--- config.mk ---
export PLATFORM = sky130hd
export DESIGN_NAME = pipe_stage_chain
export DESIGN_NICKNAME = d
export VERILOG_FILES = /design/src/rtl/pipe_pkg.sv /design/src/rtl/pipe_slice.sv /design/src/rtl/pipe_stage_chain.sv
export SDC_FILE = /design/constraint.sdc
export NUM_CORES = 1
export LEC_CHECK = 0
export ABC_AREA = 1
export CORE_MARGIN = 4
export CORE_UTILIZATION = 42
export CTS_CLUSTER_SIZE = 14
export DETAILED_ROUTE_END_ITERATION = 8
export HOLD_SLACK_MARGIN = 0.15
export PLACE_DENSITY = 0.95
export SETUP_SLACK_MARGIN = 0.3
export SLEW_MARGIN = 10
export SYNTH_ARGS = -nofsm -noshare
export SYNTH_HDL_FRONTEND = slang
export SYNTH_SLANG_ARGS = --single-unit
--- constraint.sdc ---
create_clock -name clk -period 2.1 [get_ports clk]
set_input_delay 0.42 -clock clk [delete_from_list [all_inputs] [get_ports clk]]
set_output_delay 0.42 -clock clk [all_outputs]
set_load 0.005 [all_outputs]
--- src/rtl/pipe_pkg.sv ---
// Shared definitions for the E->M pipeline slice chain.
// Holds the default field widths, the default payload layout, and the saturating Tnew decrement.
package pipe_pkg;

  localparam int DEF_DATA_W = 32;
  localparam int DEF_REG_AW = 5;
  localparam int DEF_TNEW_W = 2;
  localparam int DEF_CTRL_W = 2;

  // Widest Tnew the shared decrement helper can handle.
  localparam int TNEW_MAX_W = 8;

  typedef struct packed {
    logic                  regwrite;
    logic [DEF_CTRL_W-1:0] memtoreg;
    logic                  memwrite;
    logic [DEF_DATA_W-1:0] aluout;
    logic [DEF_DATA_W-1:0] writedata;
    logic [DEF_DATA_W-1:0] pc_4;
    logic [DEF_DATA_W-1:0] ext_imm;
    logic [DEF_TNEW_W-1:0] tnew;
    logic [DEF_REG_AW-1:0] a_rs;
    logic [DEF_REG_AW-1:0] a_rt;
    logic [DEF_REG_AW-1:0] awrite;
  } pipe_payload_t;

  localparam pipe_payload_t BUBBLE = '0;

  // Saturating decrement: a result that is already available stays available.
  function automatic logic [TNEW_MAX_W-1:0] tnew_dec(input logic [TNEW_MAX_W-1:0] t);
    return (t == '0) ? '0 : t - TNEW_MAX_W'(1);
  endfunction

endpackage

--- src/rtl/pipe_slice.sv ---
// One pipeline register slice: holds on stall, loads a bubble on flush,
// otherwise captures its upstream payload with Tnew decremented by one.
module pipe_slice
  import pipe_pkg::*;
#(
  parameter int  TNEW_W    = DEF_TNEW_W,
  parameter type payload_t = pipe_payload_t
) (
  input  logic     clk,
  input  logic     reset,
  input  logic     stall,
  input  logic     flush,
  input  logic     valid_in,
  input  payload_t payload_in,
  output payload_t payload_out,
  output logic     valid
);

  payload_t payload_reg;
  payload_t payload_next;
  logic     valid_reg;
  logic     valid_next;

  always_comb begin
    payload_next      = payload_in;
    payload_next.tnew = TNEW_W'(tnew_dec(TNEW_MAX_W'(payload_in.tnew)));
    valid_next        = valid_in;
    // A bubble is all-zero, so its RegWrite/MemWrite can never fire downstream.
    if (flush) begin
      payload_next = '0;
      valid_next   = 1'b0;
    end
  end

  always_ff @(posedge clk) begin
    if (reset) begin
      payload_reg <= '0;
      valid_reg   <= 1'b0;
    end else if (!stall) begin
      payload_reg <= payload_next;
      valid_reg   <= valid_next;
    end
  end

  assign payload_out = payload_reg;
  assign valid       = valid_reg;

endmodule

--- src/rtl/pipe_stage_chain.sv ---
// DEPTH-slice pipeline carrying one instruction's fields from stage E toward M/W,
// with stall/flush control, $0-write suppression and per-slice hazard taps.
module pipe_stage_chain
  import pipe_pkg::*;
#(
  parameter int DATA_W = DEF_DATA_W,
  parameter int REG_AW = DEF_REG_AW,
  parameter int TNEW_W = DEF_TNEW_W,
  parameter int CTRL_W = DEF_CTRL_W,
  parameter int DEPTH  = 1
) (
  input  logic                     clk,
  input  logic                     reset,
  input  logic                     stall,
  input  logic                     flush,
  input  logic                     RegWriteE,
  input  logic [CTRL_W-1:0]        MemtoRegE,
  input  logic                     MemWriteE,
  input  logic [DATA_W-1:0]        ALUoutE,
  input  logic [DATA_W-1:0]        WriteDataE,
  input  logic [DATA_W-1:0]        PC_4E,
  input  logic [DATA_W-1:0]        ext_immE,
  input  logic [TNEW_W-1:0]        TnewE,
  input  logic [REG_AW-1:0]        A_rsE,
  input  logic [REG_AW-1:0]        A_rtE,
  input  logic [REG_AW-1:0]        AwriteE,
  output logic                     RegWriteM,
  output logic [CTRL_W-1:0]        MemtoRegM,
  output logic                     MemWriteM,
  output logic [DATA_W-1:0]        ALUoutM,
  output logic [DATA_W-1:0]        WriteDataM,
  output logic [DATA_W-1:0]        PC_4M,
  output logic [DATA_W-1:0]        ext_immM,
  output logic [TNEW_W-1:0]        TnewM,
  output logic [REG_AW-1:0]        A_rsM,
  output logic [REG_AW-1:0]        A_rtM,
  output logic [REG_AW-1:0]        AwriteM,
  output logic                     ValidM,
  output logic [DEPTH-1:0]         tap_valid,
  output logic [DEPTH-1:0]         tap_RegWrite,
  output logic [DEPTH*REG_AW-1:0]  tap_Awrite,
  output logic [DEPTH*TNEW_W-1:0]  tap_Tnew
);

  if (DEPTH < 1 || DEPTH > 4) begin : g_bad_depth
    $error("pipe_stage_chain: DEPTH must be in 1..4");
  end
  if (TNEW_W > TNEW_MAX_W) begin : g_bad_tnew_w
    $error("pipe_stage_chain: TNEW_W exceeds TNEW_MAX_W");
  end

  // Same field layout as pipe_payload_t, sized by this instance's parameters.
  typedef struct packed {
    logic              regwrite;
    logic [CTRL_W-1:0] memtoreg;
    logic              memwrite;
    logic [DATA_W-1:0] aluout;
    logic [DATA_W-1:0] writedata;
    logic [DATA_W-1:0] pc_4;
    logic [DATA_W-1:0] ext_imm;
    logic [TNEW_W-1:0] tnew;
    logic [REG_AW-1:0] a_rs;
    logic [REG_AW-1:0] a_rt;
    logic [REG_AW-1:0] awrite;
  } slice_t;

  slice_t e_payload;
  slice_t pay_s   [DEPTH];
  logic   valid_s [DEPTH];

  always_comb begin
    e_payload           = '0;
    // Writes to $0 are dropped here so every downstream tap sees the effective enable.
    e_payload.regwrite  = RegWriteE & (AwriteE != '0);
    e_payload.memtoreg  = MemtoRegE;
    e_payload.memwrite  = MemWriteE;
    e_payload.aluout    = ALUoutE;
    e_payload.writedata = WriteDataE;
    e_payload.pc_4      = PC_4E;
    e_payload.ext_imm   = ext_immE;
    e_payload.tnew      = TnewE;
    e_payload.a_rs      = A_rsE;
    e_payload.a_rt      = A_rtE;
    e_payload.awrite    = AwriteE;
  end

  for (genvar gi = 0; gi < DEPTH; gi++) begin : g_slice
    if (gi == 0) begin : g_head
      pipe_slice #(
        .TNEW_W    (TNEW_W),
        .payload_t (slice_t)
      ) u_slice (
        .clk         (clk),
        .reset       (reset),
        .stall       (stall),
        .flush       (flush),
        .valid_in    (1'b1),
        .payload_in  (e_payload),
        .payload_out (pay_s[gi]),
        .valid       (valid_s[gi])
      );
    end else begin : g_body
      pipe_slice #(
        .TNEW_W    (TNEW_W),
        .payload_t (slice_t)
      ) u_slice (
        .clk         (clk),
        .reset       (reset),
        .stall       (stall),
        .flush       (1'b0),
        .valid_in    (valid_s[gi-1]),
        .payload_in  (pay_s[gi-1]),
        .payload_out (pay_s[gi]),
        .valid       (valid_s[gi])
      );
    end

    assign tap_valid[gi]                     = valid_s[gi];
    assign tap_RegWrite[gi]                  = pay_s[gi].regwrite;
    assign tap_Awrite[gi*REG_AW +: REG_AW]   = pay_s[gi].awrite;
    assign tap_Tnew[gi*TNEW_W +: TNEW_W]     = pay_s[gi].tnew;
  end

  assign RegWriteM  = pay_s[DEPTH-1].regwrite;
  assign MemtoRegM  = pay_s[DEPTH-1].memtoreg;
  assign MemWriteM  = pay_s[DEPTH-1].memwrite;
  assign ALUoutM    = pay_s[DEPTH-1].aluout;
  assign WriteDataM = pay_s[DEPTH-1].writedata;
  assign PC_4M      = pay_s[DEPTH-1].pc_4;
  assign ext_immM   = pay_s[DEPTH-1].ext_imm;
  assign TnewM      = pay_s[DEPTH-1].tnew;
  assign A_rsM      = pay_s[DEPTH-1].a_rs;
  assign A_rtM      = pay_s[DEPTH-1].a_rt;
  assign AwriteM    = pay_s[DEPTH-1].awrite;
  assign ValidM     = valid_s[DEPTH-1];

endmodule

== Yosys cells after proc, flatten, opt, wreduce, memory -nomap -nowiden ==
Index checks and enable logic that the tools add are counted.

* Output and inout bits: 159
* Bits in latches: 0
* Word-level logic and storage cells: 19
* ROM bits: 0
* Input bits: 153
* Bits in registers: 150
* Bits in writable memories: 0
* Memories: 0

* Add/subtract/negate cells: 1
* Order comparisons: 0
* Bitwise operators: 1
* Multiplexer cells: 3
* Divide/modulo/power cells: 0
* Multiply operators: 0
* Reductions and logical operators: 2
* Eq/ne operators: 0
* Shift operators: 0

{| class="wikitable"
|+ Operator list
! cell !! count
|-
| $mux 149 || 1
|-
| $reduce_bool 5->1 || 1
|-
| $logic_not 2->1 || 1
|-
| $mux 2 || 1
|-
| $sub 2x1->2 const B || 1
|-
| $and 1x1->1 || 1
|-
| $mux 1 || 1
|}

== Depth between registers and ports, before layout ==
* Depth after elaboration: 3
* Depth in mapped cells: 8
* Gate-level depth less buffers: 5

== Modules after synthesis ==
From an unflattened synthesis, not the netlist that was laid out.

* Cells, all modules: 671
* Area total of the unflattened synthesis: 5295.1 sq um

{| class="wikitable"
|+ By module, submodules not included
! module !! cells an instance !! instances !! area each (sq um) !! seq. area each (sq um)
|-
| pipe_slice || 655 || 1 || 5200.0 || 3002.9
|-
| pipe_stage_chain || 16 || 1 || 95.1 || 0.0
|}

== Worst setup path after synthesis ==
OpenSTA, ideal clock, no wires.

* Path type: in2reg
* Start point: input port reset
* End point: register g_slice[0].g_head.u_slice.payload_reg (netlist bit g_slice[0].g_head.u_slice.payload_out[28])
* Data required time: 1.968 ns
* Cell stages on the path: 4
* Path slack: 0.873 ns
* Setup time: 0.132 ns
* Arrival: 1.095 ns
* Path buffers: 3
* Cell sequence: buf_2 -> clkbuf_1 -> clkbuf_1 -> a21oi_1

{| class="wikitable"
|+ RTL lines
! element !! RTL line !! text
|-
| start: declaration || pipe_stage_chain.sv:13 || <nowiki>input logic reset,</nowiki>
|-
| end signal: assignment || pipe_slice.sv:40 || <nowiki>payload_reg <= payload_next;</nowiki>
|-
| end: declaration || pipe_slice.sv:19 || <nowiki>payload_t payload_reg;</nowiki>
|}

No word-level cell between the ends.

== Worst setup path after layout ==
* Start point: register g_slice[0].g_head.u_slice.payload_reg (netlist bit g_slice[0].g_head.u_slice.payload_out[148])
* End point: output port tap_RegWrite

{| class="wikitable"
|+ RTL lines
! element !! RTL line !! text
|-
| end: declaration || pipe_stage_chain.sv:40 || <nowiki>output logic [DEPTH-1:0] tap_RegWrite,</nowiki>
|}

No word-level cell between the ends.

==> summary.md <==
| Metric | Value |
|---|---|
| Tot GR Track Use | 22.0% |
| # IOs | 312 |
| WL final | around 18000 um |
| Max-slew violations | 0 |
| Largest net degree at the start of global routing | 151 |
| Synthesized area per cell | 8.63 um^2 |
| Max clock buf depth | 2 |
| Mapped cell area | just under 0.006 mm^2 |
| Final Critical Period | approximately 1.8 ns |
| Cells after Synth | 668 |
| Drt initial violations | 307 |
| TNS Setup | 0 ns |
| Most frequent cells in the layout | clkdlybuf4s50_1, nand2_1, dfxtp_1, a21oi_2, a21oi_1 |
| Crit. End Element | output pin |
| Post-route clock period utilization | between 80% and 90% |
| WL per Instance | 15.7 um |
| Vias/cell | about 4.8 |
| Detailed-router iteration count before antenna repair | 6 |
| Sequential area share after synthesis | 52.1% |
| Yosys cell types | 18 |
| Clk slew on worst S/H paths | 0.06 ns |
| Commonest non-fill, non-tap cell in the layout | clkdlybuf4s50_1 |
| PortBufs | 311 |
| Setup bufs post-CTS | 0 |
| Ant. Diodes | 0 |
| Hold Path Class | primary input to flip-flop |
| Vias | 5491 |
| Root Driver | clkbuf_16 |
| Setup crit start kind | flip-flop |
| Syn. warnings | 0 |
| CTS resizes | 0 |
| Critical path, cell by cell | clkdlybuf4s50_1 |
| Power Total | 6.95 mW |
| MaxCap Viol Count | 0 |
| Buffers plus inverters on the worst setup path | 1 |
| Family with the most delay on the worst path | buffers and inverters |
| Largest register FFs | 149 |
| Overall die area | 0.0157 mm^2 |
| FF+latch count, synth | 150 |
| WP data arrival | 1.33 ns |
| Die Wd | about 130 um |
| Worst IR Drop VDD | between 0.4 and 0.5 mV |
| CTS tree | done |
| Crit-path max FO | 3 |
| Slowest cell on crit path | clkdlybuf4s50_1 |
| Setup violators final | 0 |
| Antenna viol nets, final | 0 |
| RSZ-0062 raised after global routing | no |
| Inst Count DP | 1107 |
| Grt total ovfl | 0 |
| Fmax | 571 MHz |
| Start-to-end type of the worst setup path | flip-flop to output pin |
| Rows | 42 |
| GP Congestion | 0.805 |
| Number of clock sinks | 150 |
| Number of global-route vias before repair | 5578 |
| Chip height | 125 um |
| Area of the core | 0.0133 mm^2 |
| DRC | 0 |
| H-tree levels | 4 |
| Setup Skew | 0 ns |
| Fraction of layout cells with a size suffix above 1 | 15.9% |
| Initial antenna violation count | 0 |
| Worst-Skew Late Latency | 0.41 ns |
| Final Hold Fails | 0 |
| Max_slew headroom | 56.4% |
| TritonCTS Buffers | 17 |
| Syn nets | 821 |
| Power Density | 741 mW/mm^2 |
| Dpl hpwl | between 10000 and 15000 um |
| Hold buffer count at cts | 0 |
| First-pass GRT wire length | 27800 um |
| Area Overhead vs Synth | 62.6% |
| Initial Utilization | ~43% |
| Crit-path max cell delay | between 0.5 and 0.6 ns |
| Layout net count | 1103 |
| Critical Path RT | 1.68 ns |
| Leakage | roughly 3.3 nW |
| Non-Filler Instances | 1137 |
| Status | complete, no violations |
| Worst Tran Pin Value | approximately 0.65 ns |
stage by stage:
step | util, % | setup WS [ns] | hold slack [ns] | instance area (um^2)
final | 70.2 | 0.350 | 0.381 | 9370
after global routing | 70.2 | 0.304 | 0.395 | 9370
after CTS | 70.2 | 0.322 | 0.357 | 9370
after detailed placement | 65.8 | 0.305 | 0.454 | 8780
after global placement | 65.8 | 0.381 | 0.451 | 8780
after floorplan | - | 0.873 | 0.461 | 5760
logic make-up (layout without fill, tap and decap cells):
logic type      count (synthesis)  count (layout)  synth area share [%]
simple gates                  304             304                  21.3
compound gates                150             150                  18.2
flops                         150             150                  52.1
buf+inv                        64             357                  8.32
worst paths after layout:
| check | end | slack, ns | startpoint | cells past startpoint |
|---|---|---|---|---|
| hold reg to reg | g_slice[0].g_head.u_slice.payload_out[111] | 0.46 | g_slice[0].g_head.u_slice.payload_out[111] | 2 |
| setup / recovery | tap_RegWrite | 0.35 | g_slice[0].g_head.u_slice.payload_out[148] | 1 |
| hold / removal | g_slice[0].g_head.u_slice.valid | 0.38 | stall | 4 |
| setup reg to reg | g_slice[0].g_head.u_slice.payload_out[22] | 1.38 | g_slice[0].g_head.u_slice.payload_out[22] | 2 |
where the power goes:
part           switching (mW)  total [mW]  internal (mW)
sequential             0.0590        3.02           2.96
clock                    1.11        3.02           1.92
combinational           0.365       0.907          0.543
total                    1.53        6.95           5.42
cells in the mapped netlist:
library cell  instances  area share (%)
a21oi_1              70             6.1
a21oi_2              80              12
buf_12                6             2.1
buf_2                17             1.5
buf_4                11             1.4
buf_6                 4            0.78
buf_8                 4             1.0
clkbuf_1             17             1.1
clkinv_2              1           0.087
dfxtp_1             150              52
inv_1                 3            0.20
inv_4                 1            0.11
nand2_1             267              17
nand2_2              30             3.3
nand2_4               1            0.20
nand3_1               2            0.17
nand3b_1              1            0.13
nor2_1                3            0.20
per-layer routing:
| layer | track usage [%] | part of all wire (%) |
|---|---|---|
| met2 | 37.6 | 49 |
| met4 | 10.2 | 3.4 |
| met5 | 0 | 0 |
| met3 | 7.89 | 8.8 |
| met1 | 24.4 | 39 |
area by class of cell:
class | count | area [um^2]
Multi-Input combinational cell | 454 | 2280
Tap cell | 176 | 220
Clock buffer | 22 | 464
Clock inverter | 8 | 125
Inverter | 5 | 22.5
Timing Repair Buffer | 322 | 3260
Sequential cell | 150 | 3000
Fill cell | 960 | 3980
Note: power is estimated with default switching activity, not from simulation.
